$ cat src/rtl/wd_hdd_pkg.sv
// rtl/wd_hdd_pkg.sv - shared types, constants and config check for the WD interleave mapper
package wd_hdd_pkg;

  localparam int WD_MAX_SECTORS = 64;
  localparam int WD_ID_BASE0    = 0;
  localparam int WD_ID_BASE1    = 1;

  typedef enum logic [2:0] {
    ST_IDLE,
    ST_CHECK,
    ST_CLEAR,
    ST_BUILD,
    ST_STREAM,
    ST_FIN
  } wd_state_e;

  typedef enum logic [2:0] {
    CFG_OK,
    CFG_ZERO_N,
    CFG_BIG_N,
    CFG_ZERO_I,
    CFG_BIG_I,
    CFG_BAD_SKEW
  } cfg_cause_e;

  // I >= N is only harmful when there is more than one slot to visit.
  function automatic cfg_cause_e cfg_check(int unsigned n, int unsigned il,
                                           int unsigned skew, int unsigned max_n);
    if (n == 0) return CFG_ZERO_N;
    if (n > max_n) return CFG_BIG_N;
    if (il == 0) return CFG_ZERO_I;
    if (il >= n && n > 1) return CFG_BIG_I;
    if (skew >= n) return CFG_BAD_SKEW;
    return CFG_OK;
  endfunction

endpackage

$ cat src/rtl/wd_interleave_mapper_if.sv
// rtl/wd_interleave_mapper_if.sv - physical-order sector stream between mapper and track-buffer DMA
interface wd_interleave_mapper_if #(
  parameter int SLOT_W = 6,
  parameter int ID_W   = 8
);
  logic              out_valid;
  logic              out_ready;
  logic [SLOT_W-1:0] out_slot;
  logic [ID_W-1:0]   out_sector;
  logic              out_last;

  modport master (output out_valid, out_slot, out_sector, out_last, input out_ready);
  modport slave  (input out_valid, out_slot, out_sector, out_last, output out_ready);
endinterface

$ cat src/rtl/wd_interleave_map_ram.sv
// rtl/wd_interleave_map_ram.sv - occupancy bitmap and slot map storage; WD_INTERLEAVE_INVERSE_EN adds the inverse table
module wd_interleave_map_ram #(
  parameter int DEPTH = 64,
  parameter int AW    = 6
) (
  input  logic          clk,
  input  logic          reset_n,
  input  logic          clear,
  input  logic          wr_en,
  input  logic [AW-1:0] wr_addr,
  input  logic [AW-1:0] wr_data,
  input  logic [AW-1:0] rd_addr,
  output logic          rd_occ,
  output logic [AW-1:0] rd_map
`ifdef WD_INTERLEAVE_INVERSE_EN
  ,
  input  logic [AW-1:0] inv_rd_addr,
  output logic [AW-1:0] inv_rd_data
`endif
);

  logic [DEPTH-1:0] occ;
  logic [AW-1:0]    map_mem [DEPTH];

  always_ff @(posedge clk or negedge reset_n) begin
    if (!reset_n) begin
      occ <= '0;
      for (int i = 0; i < DEPTH; i++) map_mem[i] <= '0;
    end else begin
      if (clear) occ <= '0;
      else if (wr_en) occ[wr_addr] <= 1'b1;
      if (wr_en) map_mem[wr_addr] <= wr_data;
    end
  end

  assign rd_occ = occ[rd_addr];
  assign rd_map = map_mem[rd_addr];

`ifdef WD_INTERLEAVE_INVERSE_EN
  logic [AW-1:0] inv_mem [DEPTH];

  // Same write port, transposed: logical index -> physical slot.
  always_ff @(posedge clk or negedge reset_n) begin
    if (!reset_n) begin
      for (int i = 0; i < DEPTH; i++) inv_mem[i] <= '0;
    end else if (wr_en) begin
      inv_mem[wr_data] <= wr_addr;
    end
  end

  assign inv_rd_data = inv_mem[inv_rd_addr];
`endif

endmodule

$ cat src/rtl/wd_interleave_mapper.sv
// rtl/wd_interleave_mapper.sv - builds a track interleave map and streams it in slot order; WD_INTERLEAVE_INVERSE_EN adds an ID-to-slot lookup
module wd_interleave_mapper
  import wd_hdd_pkg::*;
#(
  parameter  int MAX_SECTORS = WD_MAX_SECTORS,
  parameter  int INT_W       = 5,
  parameter  int ID_W        = 8,
  localparam int SEC_W       = $clog2(MAX_SECTORS + 1),
  localparam int SLOT_W      = $clog2(MAX_SECTORS)
) (
  input  logic                   clk,
  input  logic                   reset_n,
  input  logic                   start,
  input  logic                   abort,
  input  logic [SEC_W-1:0]       sectors_per_track,
  input  logic [INT_W-1:0]       interleave,
  input  logic [SLOT_W-1:0]      skew,
  input  logic [ID_W-1:0]        first_sector_id,
  output logic                   busy,
  output logic                   done,
  output logic                   cfg_error,
  wd_interleave_mapper_if.master out_if,
  output logic [SEC_W:0]         build_cycles
`ifdef WD_INTERLEAVE_INVERSE_EN
  ,
  input  logic                   lookup_req,
  input  logic [SLOT_W-1:0]      lookup_index,
  output logic [SLOT_W-1:0]      lookup_slot,
  output logic                   lookup_valid
`endif
);

  wd_state_e         state;
  logic [SEC_W-1:0]  n_q;
  logic [INT_W-1:0]  il_q;
  logic [SLOT_W-1:0] skew_q;
  logic [ID_W-1:0]   base_q;
  logic [SLOT_W-1:0] pos, k, slot;
  logic [SEC_W:0]    bcnt;
  logic              valid_q, last_q;

  logic              rd_occ, wr_en, ram_clear, cfg_ok;
  logic [SLOT_W-1:0] rd_addr, rd_map, pos_slip, pos_jump;
  logic [SEC_W-1:0]  pos_inc, k_next;
  logic [SEC_W:0]    jump_sum, jump_wrap;
`ifdef WD_INTERLEAVE_INVERSE_EN
  logic [SLOT_W-1:0] inv_slot;
  logic              built_q, lookup_ok;
`endif

  // The jump never exceeds 2N because a legal I is below N, so one subtract wraps it.
  always_comb begin
    pos_inc   = SEC_W'(pos) + SEC_W'(1);
    pos_slip  = (pos_inc == n_q) ? '0 : SLOT_W'(pos_inc);
    jump_sum  = (SEC_W+1)'(pos) + (SEC_W+1)'(il_q);
    jump_wrap = (jump_sum >= (SEC_W+1)'(n_q)) ? jump_sum - (SEC_W+1)'(n_q) : jump_sum;
    pos_jump  = SLOT_W'(jump_wrap);
    k_next    = SEC_W'(k) + SEC_W'(1);
    cfg_ok    = (cfg_check(32'(n_q), 32'(il_q), 32'(skew_q), MAX_SECTORS) == CFG_OK);
  end

  assign rd_addr   = (state == ST_BUILD) ? pos : slot;
  assign wr_en     = (state == ST_BUILD) && !rd_occ;
  assign ram_clear = (state == ST_CLEAR);

  wd_interleave_map_ram #(.DEPTH(MAX_SECTORS), .AW(SLOT_W)) u_ram (
    .clk         (clk),
    .reset_n     (reset_n),
    .clear       (ram_clear),
    .wr_en       (wr_en),
    .wr_addr     (pos),
    .wr_data     (k),
    .rd_addr     (rd_addr),
    .rd_occ      (rd_occ),
    .rd_map      (rd_map)
`ifdef WD_INTERLEAVE_INVERSE_EN
    ,
    .inv_rd_addr (lookup_index),
    .inv_rd_data (inv_slot)
`endif
  );

  assign out_if.out_valid  = valid_q;
  assign out_if.out_slot   = slot;
  assign out_if.out_last   = last_q;
  assign out_if.out_sector = (state == ST_STREAM) ? base_q + ID_W'(rd_map) : '0;

  always_ff @(posedge clk or negedge reset_n) begin
    if (!reset_n) begin
      state        <= ST_IDLE;
      n_q          <= '0;
      il_q         <= '0;
      skew_q       <= '0;
      base_q       <= '0;
      pos          <= '0;
      k            <= '0;
      slot         <= '0;
      bcnt         <= '0;
      valid_q      <= 1'b0;
      last_q       <= 1'b0;
      busy         <= 1'b0;
      done         <= 1'b0;
      cfg_error    <= 1'b0;
      build_cycles <= '0;
    end else begin
      done      <= 1'b0;
      cfg_error <= 1'b0;
      if (abort && state != ST_IDLE) begin
        state   <= ST_IDLE;
        busy    <= 1'b0;
        valid_q <= 1'b0;
        last_q  <= 1'b0;
        slot    <= '0;
      end else begin
        case (state)
          ST_IDLE: begin
            if (start && !abort) begin
              n_q    <= sectors_per_track;
              il_q   <= interleave;
              skew_q <= skew;
              base_q <= first_sector_id;
              busy   <= 1'b1;
              state  <= ST_CHECK;
            end
          end
          ST_CHECK: begin
            if (cfg_ok) begin
              state <= ST_CLEAR;
            end else begin
              cfg_error <= 1'b1;
              done      <= 1'b1;
              busy      <= 1'b0;
              state     <= ST_IDLE;
            end
          end
          ST_CLEAR: begin
            pos   <= skew_q;
            k     <= '0;
            bcnt  <= '0;
            state <= ST_BUILD;
          end
          ST_BUILD: begin
            bcnt <= bcnt + 1'b1;
            if (rd_occ) begin
              pos <= pos_slip;
            end else begin
              k   <= k + 1'b1;
              pos <= pos_jump;
              if (k_next == n_q) begin
                build_cycles <= bcnt + 1'b1;
                slot         <= '0;
                valid_q      <= 1'b1;
                last_q       <= (n_q == SEC_W'(1));
                state        <= ST_STREAM;
              end
            end
          end
          ST_STREAM: begin
            if (out_if.out_ready) begin
              if (last_q) begin
                valid_q <= 1'b0;
                last_q  <= 1'b0;
                slot    <= '0;
                done    <= 1'b1;
                busy    <= 1'b0;
                state   <= ST_FIN;
              end else begin
                slot   <= slot + 1'b1;
                last_q <= (SEC_W'(slot) + SEC_W'(2) == n_q);
              end
            end
          end
          ST_FIN:  state <= ST_IDLE;
          default: state <= ST_IDLE;
        endcase
      end
    end
  end

`ifdef WD_INTERLEAVE_INVERSE_EN
  assign lookup_ok = lookup_req && (SEC_W'(lookup_index) < n_q) &&
                     (state == ST_STREAM || (state == ST_IDLE && built_q));

  // STREAM is only reachable through a completed build, so it marks the table good.
  always_ff @(posedge clk or negedge reset_n) begin
    if (!reset_n) begin
      built_q      <= 1'b0;
      lookup_valid <= 1'b0;
      lookup_slot  <= '0;
    end else begin
      if (state == ST_IDLE && start && !abort) built_q <= 1'b0;
      else if (state == ST_STREAM) built_q <= 1'b1;
      lookup_valid <= lookup_ok;
      lookup_slot  <= lookup_ok ? inv_slot : '0;
    end
  end
`endif

endmodule

$ cat src/flat_wrapper.sv
// flat-port wrapper written by rule: the top's interface ports become plain ports
module wd_interleave_mapper_flat import wd_hdd_pkg::*;
#(
  parameter  int MAX_SECTORS = WD_MAX_SECTORS,
  parameter  int INT_W       = 5,
  parameter  int ID_W        = 8,
  localparam int SEC_W       = $clog2(MAX_SECTORS + 1),
  localparam int SLOT_W      = $clog2(MAX_SECTORS)
)
  (clk, reset_n, start, abort, sectors_per_track, interleave, skew, first_sector_id, busy, done, cfg_error, build_cycles, out_if_out_valid, out_if_out_slot, out_if_out_sector, out_if_out_last, out_if_out_ready);
  wd_interleave_mapper_if #(.SLOT_W(($clog2((64)))), .ID_W(ID_W)) out_if_i ();
  input  logic clk;
  input  logic reset_n;
  input  logic start;
  input  logic abort;
  input  logic [SEC_W-1:0] sectors_per_track;
  input  logic [INT_W-1:0] interleave;
  input  logic [SLOT_W-1:0] skew;
  input  logic [ID_W-1:0] first_sector_id;
  output logic busy;
  output logic done;
  output logic cfg_error;
  output logic [SEC_W:0] build_cycles;
  output wire logic [$bits(out_if_i.out_valid)-1:0] out_if_out_valid;
  output wire logic [$bits(out_if_i.out_slot)-1:0] out_if_out_slot;
  output wire logic [$bits(out_if_i.out_sector)-1:0] out_if_out_sector;
  output wire logic [$bits(out_if_i.out_last)-1:0] out_if_out_last;
  input wire logic [$bits(out_if_i.out_ready)-1:0] out_if_out_ready;
  assign out_if_out_valid = out_if_i.out_valid;
  assign out_if_out_slot = out_if_i.out_slot;
  assign out_if_out_sector = out_if_i.out_sector;
  assign out_if_out_last = out_if_i.out_last;
  assign out_if_i.out_ready = out_if_out_ready;
  wd_interleave_mapper #(.MAX_SECTORS(MAX_SECTORS), .INT_W(INT_W), .ID_W(ID_W)) u_core (.clk(clk), .reset_n(reset_n), .start(start), .abort(abort), .sectors_per_track(sectors_per_track), .interleave(interleave), .skew(skew), .first_sector_id(first_sector_id), .busy(busy), .done(done), .cfg_error(cfg_error), .out_if(out_if_i), .build_cycles(build_cycles));
endmodule
$ cat config.mk
export PLATFORM = sky130hd
export DESIGN_NAME = wd_interleave_mapper_flat
export DESIGN_NICKNAME = d
export VERILOG_FILES = /design/src/rtl/wd_hdd_pkg.sv /design/src/rtl/wd_interleave_mapper_if.sv /design/src/rtl/wd_interleave_map_ram.sv /design/src/rtl/wd_interleave_mapper.sv /design/src/flat_wrapper.sv
export SDC_FILE = /design/constraint.sdc
export NUM_CORES = 1
export LEC_CHECK = 0
export ABC_AREA = 0
export CAP_MARGIN = 40
export CORE_ASPECT_RATIO = 1.4
export CORE_MARGIN = 2
export CORE_UTILIZATION = 50
export CTS_CLUSTER_DIAMETER = 120
export DETAILED_ROUTE_END_ITERATION = 7
export PLACE_DENSITY = 0.66
export SETUP_SLACK_MARGIN = 0.4
export SLEW_MARGIN = 10
export SYNTH_ARGS = -nofsm -noshare
export SYNTH_HDL_FRONTEND = slang
export SYNTH_HIERARCHICAL = 1
export SYNTH_SLANG_ARGS = --single-unit
$ cat constraint.sdc
create_clock -name clk -period 10.6 [get_ports clk]
set_input_delay 2.12 -clock clk [delete_from_list [all_inputs] [get_ports clk]]
set_output_delay 2.12 -clock clk [all_outputs]
set_load 0.05 [all_outputs]
## Word level (Yosys, flattened, before mapping)

Cells that the tools add are included.

| storage, ports and cells | value |
|---|---|
| register bits after elaboration | 516 |
| input port bits | 31 |
| output and inout bits | 27 |
| word-level logic and storage cells | 228 |

| cells by class | value |
|---|---|
| add/subtract/negate cells | 9 |
| magnitude comparators | 11 |
| equality and inequality tests | 15 |
| multiplexer cells | 83 |
| bitwise gates (word level) | 5 |
| reductions and logical operators | 25 |

Operators with widths:

| kind | number |
|---|---|
| 384-bit bitwise mux | 1 |
| 64-bit two-way mux | 2 |
| 6-bit two-way mux | 13 |
| 64-bit OR | 1 |
| 3-bit two-way mux | 16 |
| 6-bit binary-select mux with 6-bit select | 1 |
| 6-bit demux with 6-bit select | 1 |
| 1-bit two-way mux | 36 |
| 6-bit one-hot mux with 2 select lines | 3 |
| 7-bit == test | 3 |
| 8-bit one-hot mux with 2 select lines | 1 |
| 3-bit one-hot mux with 5 select lines | 1 |
| 5-bit AND reduction | 3 |
| 6-bit by 1-bit adder with 7-bit output (second input constant) | 2 |
| 7-bit >= comparator (second input constant) | 2 |
| 6-bit by 7-bit < comparator with 1-bit output (second input constant) | 2 |
| 6-bit inverter with 7-bit output | 2 |
| 6-bit by 1-bit adder with 6-bit output (second input constant) | 2 |
| 3-bit != test (second input constant) | 4 |
| 8-bit by 1-bit adder with 8-bit output (second input constant) | 1 |
| 8-bit by 6-bit adder with 8-bit output | 1 |
| 8-bit two-way mux | 1 |
| 4-bit AND reduction | 2 |
| 6-bit by 2-bit adder with 7-bit output (second input constant) | 1 |
| other kinds (32) | 46 |

## Logic depth before layout (Yosys ltp)

Gate-level depths: netlist of the first run.

| depth | value |
|---|---|
| depth in word-level cells | 21 |
| depth in mapped cells | 22 |

## Hierarchy

The synthesis of the first run kept the hierarchy.

By module, submodules not included:

| module | instances | cells each | area each (um^2) |
|---|---|---|---|
| wd_interleave_map_ram | 1 | 1382 | 20380.8 |
| wd_interleave_mapper | 1 | 547 | 5137.4 |

## Worst setup path after synthesis of the first run

No wires, ideal clock.

| path | value |
|---|---|
| path type | reg2out |
| start point | reg u_core.state[2] |
| end point | out out_if_out_sector[6] |
| arrival | 4.626 ns |
| required time | 8.480 ns |
| setup slack | 3.854 ns |
| cell stages (with the launch flop) | 21 |
| path buffers | 5 |
| cell sequence | dfrtp_1 -> clkbuf_1 -> nand3b_1 -> clkbuf_1 -> mux2_2 -> buf_2 -> buf_2 -> clkbuf_1 -> mux4_2 -> mux2i_1 -> o22ai_1 -> o31ai_1 -> o21ai_0 -> ha_1 -> fa_1 -> a21o_1 -> a21oi_1 -> o21bai_1 -> a21oi_1 -> xor2_1 -> nor2_1 |

| between the ends | value |
|---|---|
| longest elaborated chain between the ends | 8 |
| elaborated cells between the ends (all ways) | 9 |
| classes of those cells | add/sub (1); eq/ne (2); mux (5); bitwise (1) |

RTL lines:

| item | line | RTL |
|---|---|---|
| start: declaration | wd_interleave_mapper.sv:33 | `wd_state_e state;` |
| start signal: assignment | wd_interleave_mapper.sv:90 | `state <= ST_IDLE;` |
| start signal: assignment | wd_interleave_mapper.sv:109 | `state <= ST_IDLE;` |
| start signal: assignment | wd_interleave_mapper.sv:123 | `state <= ST_CHECK;` |
| 3-bit by 2-bit == test with 1-bit output | wd_interleave_mapper.sv:62 | `assign rd_addr = (state == ST_BUILD) ? pos : slot;` |
| 6-bit two-way mux | wd_interleave_mapper.sv:62 |  |
| net u_core.rd_addr[2] | wd_interleave_mapper.sv:43 | `logic [SLOT_W-1:0] rd_addr, rd_map, pos_slip, pos_jump;` |
| 6-bit inverter with 7-bit output (implied by the code) | wd_interleave_map_ram.sv:37 | `assign rd_map = map_mem[rd_addr];` |
| 6-bit binary-select mux with 6-bit select | wd_interleave_map_ram.sv:37 |  |
| 6-bit two-way mux (implied by the code) (2 in a row) | wd_interleave_map_ram.sv:37 |  |
| net u_core.rd_map[0] | wd_interleave_mapper.sv:43 |  |
| 8-bit by 6-bit adder with 8-bit output | wd_interleave_mapper.sv:86 | `assign out_if.out_sector = (state == ST_STREAM) ? base_q + ID_W'(rd_map) : '0;` |
| 8-bit two-way mux | wd_interleave_mapper.sv:86 |  |
| end: declaration | flat_wrapper.sv:26 | `output wire logic [$bits(out_if_i.out_sector)-1:0] out_if_out_sector;` |

The timed path passes the listed nets, and every way through them passes these cells. The select of a mux whose other input is x is not followed.

## Worst setup path after layout of the first run

Same ends and word-level chain as after synthesis.

==> results of run 1 <==
-- registers in the layout (all words and copies together) (netlist names), 3 cells and up --
signal                  flops
u_core/build_cycles         8
u_core/bcnt                 8
u_core/out_if.out_slot      6
u_core/base_q               8
u_core/state                3
u_core/il_q                 5
u_core/skew_q               6
u_core/n_q                  7
u_core/pos                  6
u_core/u_ram/map_mem      384
u_core/u_ram/occ           64
u_core/k                    6
-- layout make-up --
| class | instances | area, sq um |
|---|---|---|
| fillers | 4187 | 22500 |
| flip-flops and latches | 516 | 12900 |
| multi-input cells | 1235 | 11900 |
| clock buffers | 74 | 1480 |
| repair buffers | 81 | 871 |
| well taps | 650 | 813 |
| clock inverters | 15 | 198 |
| inverters | 42 | 158 |
-- per-layer routing --
metal,track usage,vias up,wire (microns)
li1,-,7059,-
met1,0.300,8330,25200
met2,0.425,380,32200
met3,0.0329,132,2680
met4,0.114,0,3060
met5,0,-,0
-- synth_stat cells (all sizes together), types with 11 or more instances --
cell,instances
mux2,423
clkbuf,85
mux2i,25
xor2,20
a22o,19
dfrtp,516
a21o,11
o22ai,25
nor3,15
nor2,200
ha,34
nand2b,12
buf,51
nand3,21
xnor2,23
nor3b,11
o21ai,28
nand2,56
a21oi,51
mux4,112
inv,41
-- power breakdown --
group | internal (W) | switching (W) | total, W
sequential | 0.00212 | 0.000218 | 0.00234
clock | 0.00107 | 0.000757 | 0.00182
combinational | 0.000882 | 0.00142 | 0.00230
total | 0.00407 | 0.00239 | 0.00646
-- through the flow --
step	std cells	hold slack [ns]
3_5_place_dp	2524	0.485
4_1_cts	2613	0.498
5_1_grt	2613	0.506
3_3_place_gp	2517	0.473
2_1_floorplan	1929	0.461
6_report	2613	0.494
-- logic make-up after synthesis --
group	synth area share
multiplexers	0.298
XOR/XNOR	0.0162
adder cells (fa/ha/maj)	0.0190
AO/OA/AOI/OAI	0.0562
buffers and inverters	0.0313
AND/OR/NAND/NOR	0.0734
flip-flops	0.506
-- how the worst min path moves through the flow --
| stage | cells past startpoint | to | from | slack [ns] |
|---|---|---|---|---|
| 2_1_floorplan | 2 | u_core/u_ram/occ[11]$_DFFE_PN0P_ | u_core/u_ram/occ[11]$_DFFE_PN0P_ | 0.46 |
| 3_3_place_gp | 2 | u_core/u_ram/occ[25]$_DFFE_PN0P_ | u_core/u_ram/occ[25]$_DFFE_PN0P_ | 0.47 |
| 3_5_place_dp | 2 | u_core/u_ram/occ[43]$_DFFE_PN0P_ | u_core/u_ram/occ[43]$_DFFE_PN0P_ | 0.48 |
| 4_1_cts | 2 | u_core/u_ram/occ[43]$_DFFE_PN0P_ | u_core/u_ram/occ[43]$_DFFE_PN0P_ | 0.50 |
| 5_1_grt | 1 | u_core/u_ram/map_mem[239]$_DFFE_PN0P_ | u_core/u_ram/map_mem[239]$_DFFE_PN0P_ | 0.51 |
| 6_report | 2 | u_core/u_ram/occ[58]$_DFFE_PN0P_ | u_core/u_ram/occ[58]$_DFFE_PN0P_ | 0.49 |
-- worst max-delay path, cell delays in order, from the launching register on --
cell	delay (ns)
dfrtp_1	0.54
nand3b_1	0.70
mux2_8	0.66
buf_16	0.37
buf_4	0.46
mux4_2	0.55
a221oi_1	0.30
o21ai_0	0.23
a22o_1	0.35
fa_1	0.45
a21o_1	0.18
a21oi_1	0.21
o21bai_1	0.09
a21oi_1	0.17
xor2_1	0.08
nor2_1	0.10
clkdlybuf4s50_1	0.81
==> results.py, run 1 <==
metrics = {
    "status": {
        "status": "complete, no violations",
    },
    "run": {
        "max_cap_viol_count": 0,
    },
    "die": {
        "die-area_sq_mm": 0.0529,
        "die_h_microns": 271,
        "start_util": 0.503,
        "core_area_sq_mm": 0.0508,
        "io_pins": 58,
        "fp-row-count": 98,
        "dieWidth_microns": 195,
    },
    "synthesis": {
        "synth_top_area_cell": "dfrtp_1",
        "async_reset_ff_frac": 1.00,
        "netlist_top_cells_area": "dfrtp_1 51%, mux2_2 19%, mux4_2 8.4%",
        "yosysTopAreaCellShare": 0.506,
        "yosysSeqAreaShare": 0.506,
        "synth_area_sq_mm": 0.0255,
        "yosys_register_bits": 516,
        "syn_inst": 1929,
        "avgSynthCellArea_sq_um": 13.2,
        "syn-num-nets": 1997,
        "synth.distinct_cells": 80,
        "synth_edf_count": 0,
        "ys.flop_type": "dfrtp_1",
        "ys_warn_count": 6,
    },
    "worst_setup_path": {
        "r2r_setup_slack_ns": 3.27,
        "cp_max_fo": 49,
        "arrival_ns": 6.87,
        "startpoint_type": "flop",
        "worstSetupPathType": "reg -> out",
        "reg2regPathDepth": 14,
        "cp.required_ns": 8.48,
        "startpoint": "u_core/state[2]$_DFFE_PN0P_",
        "crit_path_end": "out_if_out_sector[6]",
        "cp-end-kind": "output pin",
        "r2r-end": "u_core/u_ram/map_mem[101]$_DFFE_PN0P_",
        "rr_startpoint": "u_core/state[2]$_DFFE_PN0P_",
    },
    "pwr": {
        "total_power_w": 0.00646,
        "powerDensity_mw_per_mm2": 228,
        "p_leak_nw": 13.1,
        "vdd_drop_max_v": 0.000133,
    },
    "route": {
        "routed_wl_microns": 63200,
        "drt-initial-drc-count": 968,
        "drtAntennaViolNets": 0,
        "drc": 0,
        "num_vias": 15900,
        "wire_per_inst_microns": 24.2,
        "vias_per_cell": 6.09,
        "drt_first_pass_iters": 5,
    },
    "layout": {
        "nets": 1994,
        "final_common_cell": "dfrtp_1",
        "fin_util": 0.557,
        "layout_common_cells": "510 x dfrtp_1, 420 x mux2_2, 185 x nor2_1",
        "area_growth_syn_to_layout_pct": 10.9,
        "antenna_cells": 0,
        "fin_area_sq_mm": 0.0283,
        "drive_gt1_frac": 0.341,
    },
    "timing": {
        "hold_viol_final": 0,
        "period_share": 0.848,
        "setup_ws_ns": 1.61,
        "clock.fmax_ghz": 0.111,
        "finClkSkew_ns": 0.0212,
        "rsz0062_at_grt": "false",
        "relSlewSlack": 0.385,
        "fin_crit_ns": 8.99,
        "slew_violations": 0,
        "setup_viol": 0,
        "worstMarginPinSlew_ns": 0.922,
        "fin_setup_tns_ns": 0,
    },
    "clock_network": {
        "ctsResizeCount": 0,
        "clkTransAtPathRegs_ns": 0.06,
        "cts-root-buf": "clkbuf_16",
        "clk_latency_ns": 0.58,
        "cts_max_level": 2,
        "cts_max_path_buffers": 3,
        "cts.sinks": 516,
        "cts_buffers": 50,
        "cts_tree": "built",
        "cts_hold_buf": 0,
        "cts_setup_buffers": 0,
    },
    "placed_design": {
        "place_ws_ns": 2.13,
        "dp_hpwl_microns": 41400,
        "place_area_sq_mm": 0.0266,
        "portBuffers": 57,
        "place_congestion": 0.868,
    },
    "grt": {
        "gr-usage-all-layers": 0.243,
        "grt_overflow": 0,
        "grt_pass1_vias": 16900,
        "antenna_found_initial": 0,
        "grt_pass1_wl_microns": 99700,
        "grt_max_degree": 170,
    },
    "hold_path": {
        "min_path_type": "reg -> reg",
    },
}
(Power assumes the default switching activity.)
==> run 2, diff against run 1 <==
==> constraint.sdc (replaced) <==
create_clock -name clk -period 8.5 [get_ports clk]
set_input_delay 1.7 -clock clk [delete_from_list [all_inputs] [get_ports clk]]
set_output_delay 1.7 -clock clk [all_outputs]
set_load 0.05 [all_outputs]
==> results.py, run 2 (synthesis gave the netlist of run 1 again) <==
metrics = {
    "die": {
        "fp-row-count": 98,
        "core_area_sq_mm": 0.0508,
        "die-area_sq_mm": 0.0529,
        "start_util": 0.503,
        "die_h_microns": 271,
        "io_pins": 58,
        "dieWidth_microns": 195,
    },
    "clock_network": {
        "cts_max_level": 2,
        "ctsResizeCount": 0,
        "cts.sinks": 516,
        "clk_latency_ns": 0.61,
        "cts_max_path_buffers": 3,
        "clkTransAtPathRegs_ns": 0.06,
        "cts_setup_buffers": 0,
        "cts_tree": "built",
        "cts_hold_buf": 0,
        "cts_buffers": 51,
        "cts-root-buf": "clkbuf_16",
    },
    "worst_setup_path": {
        "reg2regPathDepth": 15,
        "worstSetupPathType": "reg -> out",
        "cp.required_ns": 6.80,
        "cp-end-kind": "output pin",
        "arrival_ns": 5.93,
        "startpoint_type": "flop",
        "crit_path_end": "out_if_out_sector[3]",
        "startpoint": "u_core/state[2]$_DFFE_PN0P_",
        "rr_startpoint": "u_core/state[2]$_DFFE_PN0P_",
        "r2r_setup_slack_ns": 1.64,
        "cp_max_fo": 45,
        "r2r-end": "u_core/u_ram/map_mem[98]$_DFFE_PN0P_",
    },
    "timing": {
        "setup_ws_ns": 0.869,
        "setup_viol": 0,
        "worstMarginPinSlew_ns": 1.27,
        "slew_violations": 0,
        "hold_viol_final": 0,
        "fin_setup_tns_ns": 0,
        "fin_crit_ns": 7.63,
        "rsz0062_at_grt": "false",
        "clock.fmax_ghz": 0.131,
        "finClkSkew_ns": 0.0260,
        "period_share": 0.898,
        "relSlewSlack": 0.152,
    },
    "layout": {
        "antenna_cells": 0,
        "multi_input_area_sq_mm": 0.0119,
        "area_growth_syn_to_layout_pct": 10.7,
        "fin_area_sq_mm": 0.0282,
        "fillCellCount": 4180,
        "final_common_cell": "dfrtp_1",
        "largest_register_ffs": 384,
        "drive_gt1_frac": 0.344,
        "layout_common_cells": "510 x dfrtp_1, 420 x mux2_2, 185 x nor2_1",
        "regMostFlops": "u_core/u_ram/map_mem",
        "top_regs": "u_core/u_ram/map_mem x384, u_core/u_ram/occ x64",
        "nets": 1999,
        "seqCellArea_sq_mm": 0.0129,
    },
    "pwr": {
        "vdd_drop_max_v": 0.000151,
        "power_frac_comb": 0.361,
        "p_int_w": 0.00501,
        "powerDensity_mw_per_mm2": 284,
        "power.share.switching": 0.375,
        "clkPwrFrac": 0.279,
        "p_leak_nw": 13.1,
        "power.net_switching_w": 0.00301,
        "seq_power_share": 0.361,
    },
    "grt": {
        "grt_pass1_vias": 16900,
        "grt_pass1_wl_microns": 99300,
        "grt_max_degree": 190,
        "gr-usage-all-layers": 0.242,
        "grt_overflow": 0,
        "antenna_found_initial": 0,
    },
    "route": {
        "num_vias": 16000,
        "drt_first_pass_iters": 6,
        "vias_per_cell": 6.12,
        "drt-initial-drc-count": 1258,
        "wire_per_inst_microns": 24.0,
        "drc": 0,
        "drtAntennaViolNets": 0,
        "routed_wl_microns": 62800,
    },
    "run": {
        "max_cap_viol_count": 0,
    },
    "placed_design": {
        "portBuffers": 57,
        "place_ws_ns": 1.48,
        "place_congestion": 0.911,
        "place_area_sq_mm": 0.0266,
        "dp_hpwl_microns": 41200,
    },
    "hold_path": {
        "min_path_type": "reg -> reg",
    },
    "status": {
        "status": "complete, no violations",
    },
}
==> run 2: cell types whose count changed in the layout (fill, tap and decap cells not counted), sizes merged <==
cell	delta
buf	+8
clkdlybuf4s50	-4
bufinv	-3
clkbuf	+3
clkinv	-2
clkinvlp	+1
inv	-1
==> run 2: layout make-up <==
type | instances | area share
clock inverter | 10 | 0.00354
multi-input combinational | 1235 | 0.420
clock buffer | 77 | 0.0543
timing repair buffer | 85 | 0.0307
inverter | 42 | 0.00558
tap | 650 | 0.0288
sequential | 516 | 0.457
==> run 2: per-stage QoR <==
stage	instances	hold WS (ns)	util	total power, W
4_1_cts	2615	0.496	0.556	0.00805
5_1_grt	2615	0.506	0.556	0.00843
3_5_place_dp	2528	0.481	0.524	0.00579
6_report	2615	0.491	0.556	0.00801
2_1_floorplan	1929	0.461	-	0.00491
3_3_place_gp	2523	0.474	0.523	0.00572
==> run 2: how the worst min path moves through the flow <==
stage | start | slack [ns] | cells after the start | endpoint
2_1_floorplan | u_core/u_ram/occ[11]$_DFFE_PN0P_ | 0.46 | 2 | u_core/u_ram/occ[11]$_DFFE_PN0P_
3_3_place_gp | u_core/u_ram/occ[60]$_DFFE_PN0P_ | 0.47 | 2 | u_core/u_ram/occ[60]$_DFFE_PN0P_
3_5_place_dp | u_core/u_ram/occ[38]$_DFFE_PN0P_ | 0.48 | 2 | u_core/u_ram/occ[38]$_DFFE_PN0P_
4_1_cts | u_core/u_ram/occ[38]$_DFFE_PN0P_ | 0.50 | 2 | u_core/u_ram/occ[38]$_DFFE_PN0P_
5_1_grt | u_core/u_ram/occ[22]$_DFFE_PN0P_ | 0.51 | 2 | u_core/u_ram/occ[22]$_DFFE_PN0P_
6_report | u_core/u_ram/occ[38]$_DFFE_PN0P_ | 0.49 | 2 | u_core/u_ram/occ[38]$_DFFE_PN0P_
==> run 2: power groups by stage <==
stage / clock network [W] / registers (W) / logic, W
global placement: 0 / 0.00294 / 0.00278
detailed placement: 0 / 0.00293 / 0.00286
global route: 0.00238 / 0.00292 / 0.00314
finish: 0.00223 / 0.00289 / 0.00289
floorplan: 0 / 0.00286 / 0.00205
CTS: 0.00229 / 0.00289 / 0.00288
==> run 2: worst max-delay path, cell delays in order (launching register included) <==
cell,delay [ns]
dfrtp_1,0.55
nand3b_1,0.24
buf_4,0.21
mux2_8,0.49
buf_16,0.33
buf_4,0.45
mux4_2,0.56
o221ai_1,0.22
a21oi_1,0.11
a22o_1,0.37
ha_1,0.36
a21oi_1,0.28
xnor2_1,0.11
nor2_1,0.10
clkdlybuf4s50_1,0.83
==> run 2: routing by layer <==
metal  global-route usage  share of wire
met1                0.298           0.40
met5                    0              0
met4               0.0992          0.041
met3               0.0405          0.047
met2                0.426           0.52
==> run 3, diff against run 2 <==
--- a/config.mk
+++ b/config.mk
@@ -12,6 +12,7 @@
 export CORE_UTILIZATION = 50
 export CTS_CLUSTER_DIAMETER = 120
 export DETAILED_ROUTE_END_ITERATION = 7
+export MAX_ROUTING_LAYER = met4
 export PLACE_DENSITY = 0.66
 export SETUP_SLACK_MARGIN = 0.4
 export SLEW_MARGIN = 10
==> results.py, run 3 (synthesis gave the netlist of run 1 again) <==
metrics = {
    "worst_setup_path": {
        "worstSetupPathType": "reg -> out",
        "crit_chain": "nand3b_1 -> buf_4 -> mux2_8 -> buf_16 -> buf_4 -> mux4_2 -> o221ai_1 -> a21oi_1 -> a22o_1 -> ha_1 -> a21oi_1 -> xnor2_1 -> nor2_1 -> clkdlybuf4s50_1",
        "cp_max_fo": 45,
        "crit_path_max_incr_delay_ns": 0.83,
        "startpoint_type": "flop",
        "arrival_ns": 5.92,
        "cp_top_family": "buffers and inverters",
        "cp-end-kind": "output pin",
        "cp.required_ns": 6.80,
        "cpMaxStageDelayCell": "clkdlybuf4s50_1",
        "critPathBufInv": 4,
    },
    "timing": {
        "period_share": 0.896,
        "fin_crit_ns": 7.62,
        "slew_violations": 0,
        "rsz0062_at_grt": "false",
        "finClkSkew_ns": 0.0249,
        "setup_viol": 0,
        "hold_viol_final": 0,
        "clock.fmax_ghz": 0.131,
        "worstMarginPinSlew_ns": 1.26,
        "relSlewSlack": 0.158,
        "setup_ws_ns": 0.883,
        "fin_setup_tns_ns": 0,
    },
    "pwr": {
        "powerDensity_mw_per_mm2": 284,
        "vdd_drop_max_v": 0.000152,
        "p_leak_nw": 13.1,
    },
    "grt": {
        "grt_pass1_vias": 16900,
        "antenna_found_initial": 0,
        "grt_max_degree": 190,
        "grt_overflow": 0,
        "grt_pass1_wl_microns": 99300,
        "gr-usage-all-layers": 0.250,
    },
    "route": {
        "wire_per_inst_microns": 24.0,
        "num_vias": 15900,
        "drt-initial-drc-count": 1307,
        "routed_wl_microns": 62700,
        "vias_per_cell": 6.09,
        "drc": 0,
        "drtAntennaViolNets": 0,
        "drt_first_pass_iters": 5,
    },
    "run": {
        "max_cap_viol_count": 0,
    },
    "layout": {
        "drive_gt1_frac": 0.344,
        "fillCellCount": 4180,
        "antenna_cells": 0,
        "nets": 1999,
        "largest_register_ffs": 384,
        "regMostFlops": "u_core/u_ram/map_mem",
        "top_regs": "u_core/u_ram/map_mem x384, u_core/u_ram/occ x64",
        "layout_common_cells": "510 x dfrtp_1, 420 x mux2_2, 185 x nor2_1",
        "final_common_cell": "dfrtp_1",
        "area_growth_syn_to_layout_pct": 10.7,
    },
    "status": {
        "status": "complete, no violations",
    },
    "die": {
        "die_h_microns": 271,
        "dieWidth_microns": 195,
        "fp-row-count": 98,
        "start_util": 0.503,
        "die-area_sq_mm": 0.0529,
        "core_area_sq_mm": 0.0508,
        "io_pins": 58,
    },
    "clock_network": {
        "clk_latency_ns": 0.61,
        "clkTransAtPathRegs_ns": 0.06,
        "cts_hold_buf": 0,
        "cts-root-buf": "clkbuf_16",
        "cts_max_path_buffers": 3,
        "cts.sinks": 516,
        "cts_max_level": 2,
        "cts_buffers": 51,
        "ctsResizeCount": 0,
        "cts_setup_buffers": 0,
        "cts_tree": "built",
    },
    "placed_design": {
        "place_ws_ns": 1.48,
        "place_congestion": 0.927,
        "dp_hpwl_microns": 41200,
        "portBuffers": 57,
    },
    "hold_path": {
        "min_path_type": "reg -> reg",
    },
}
run 3: power by group:
part	internal (W)	leakage, nW	switching, W
logic	0.00109	5.22	0.00179
clock network	0.00127	0.804	0.000964
registers	0.00264	7.10	0.000249
total	0.00501	13.1	0.00301
run 3: per-stage QoR:
| step | cell area (sq um) | std cells | power, W | util | hold WS (ns) |
|---|---|---|---|---|---|
| after floorplan | 25500 | 1929 | 0.00491 | - | 0.461 |
| after global placement | 26500 | 2523 | 0.00572 | 0.523 | 0.474 |
| after detailed placement | 26600 | 2528 | 0.00579 | 0.524 | 0.481 |
| after CTS | 28200 | 2615 | 0.00805 | 0.556 | 0.496 |
| after global routing | 28200 | 2615 | 0.00844 | 0.556 | 0.506 |
| final | 28200 | 2615 | 0.00801 | 0.556 | 0.495 |
run 3: worst min-delay path: stages, from the launching register on:
cell,delay (ns)
dfrtp_1,0.34
nor2_1,0.05
nor2_1,0.07
run 3: routing by layer:
metal	vias to the layer above	part of all wire	track usage
li1	7046	-	-
met1	8358	0.40	0.300
met2	387	0.51	0.425
met3	146	0.045	0.0396
met4	0	0.040	0.0988
met5	-	0	-
run 3: worst paths after layout:
kind | startpoint | end | slack (ns) | cells past startpoint
setup / recovery | u_core/state[2]$_DFFE_PN0P_ | out_if_out_sector[3] | 0.88 | 14
hold / removal | u_core/u_ram/occ[38]$_DFFE_PN0P_ | u_core/u_ram/occ[38]$_DFFE_PN0P_ | 0.50 | 2
setup reg to reg | u_core/state[2]$_DFFE_PN0P_ | u_core/u_ram/map_mem[98]$_DFFE_PN0P_ | 1.57 | 15
hold reg to reg | u_core/u_ram/occ[38]$_DFFE_PN0P_ | u_core/u_ram/occ[38]$_DFFE_PN0P_ | 0.50 | 2
max in group asynchronous | reset_n | u_core/u_ram/map_mem[133]$_DFFE_PN0P_ | 5.67 | 2
min in group asynchronous | reset_n | u_core/u_ram/occ[39]$_DFFE_PN0P_ | 1.13 | 1
run 3: area by class of cell:
type,instances,area (sq um),area share
clock inverter,10,100,0.00354
sequential,516,12900,0.457
clock buffer,77,1540,0.0543
multi-input combinational,1235,11900,0.420
tap,650,813,0.0288
timing repair buffer,85,868,0.0307
inverter,42,158,0.00558
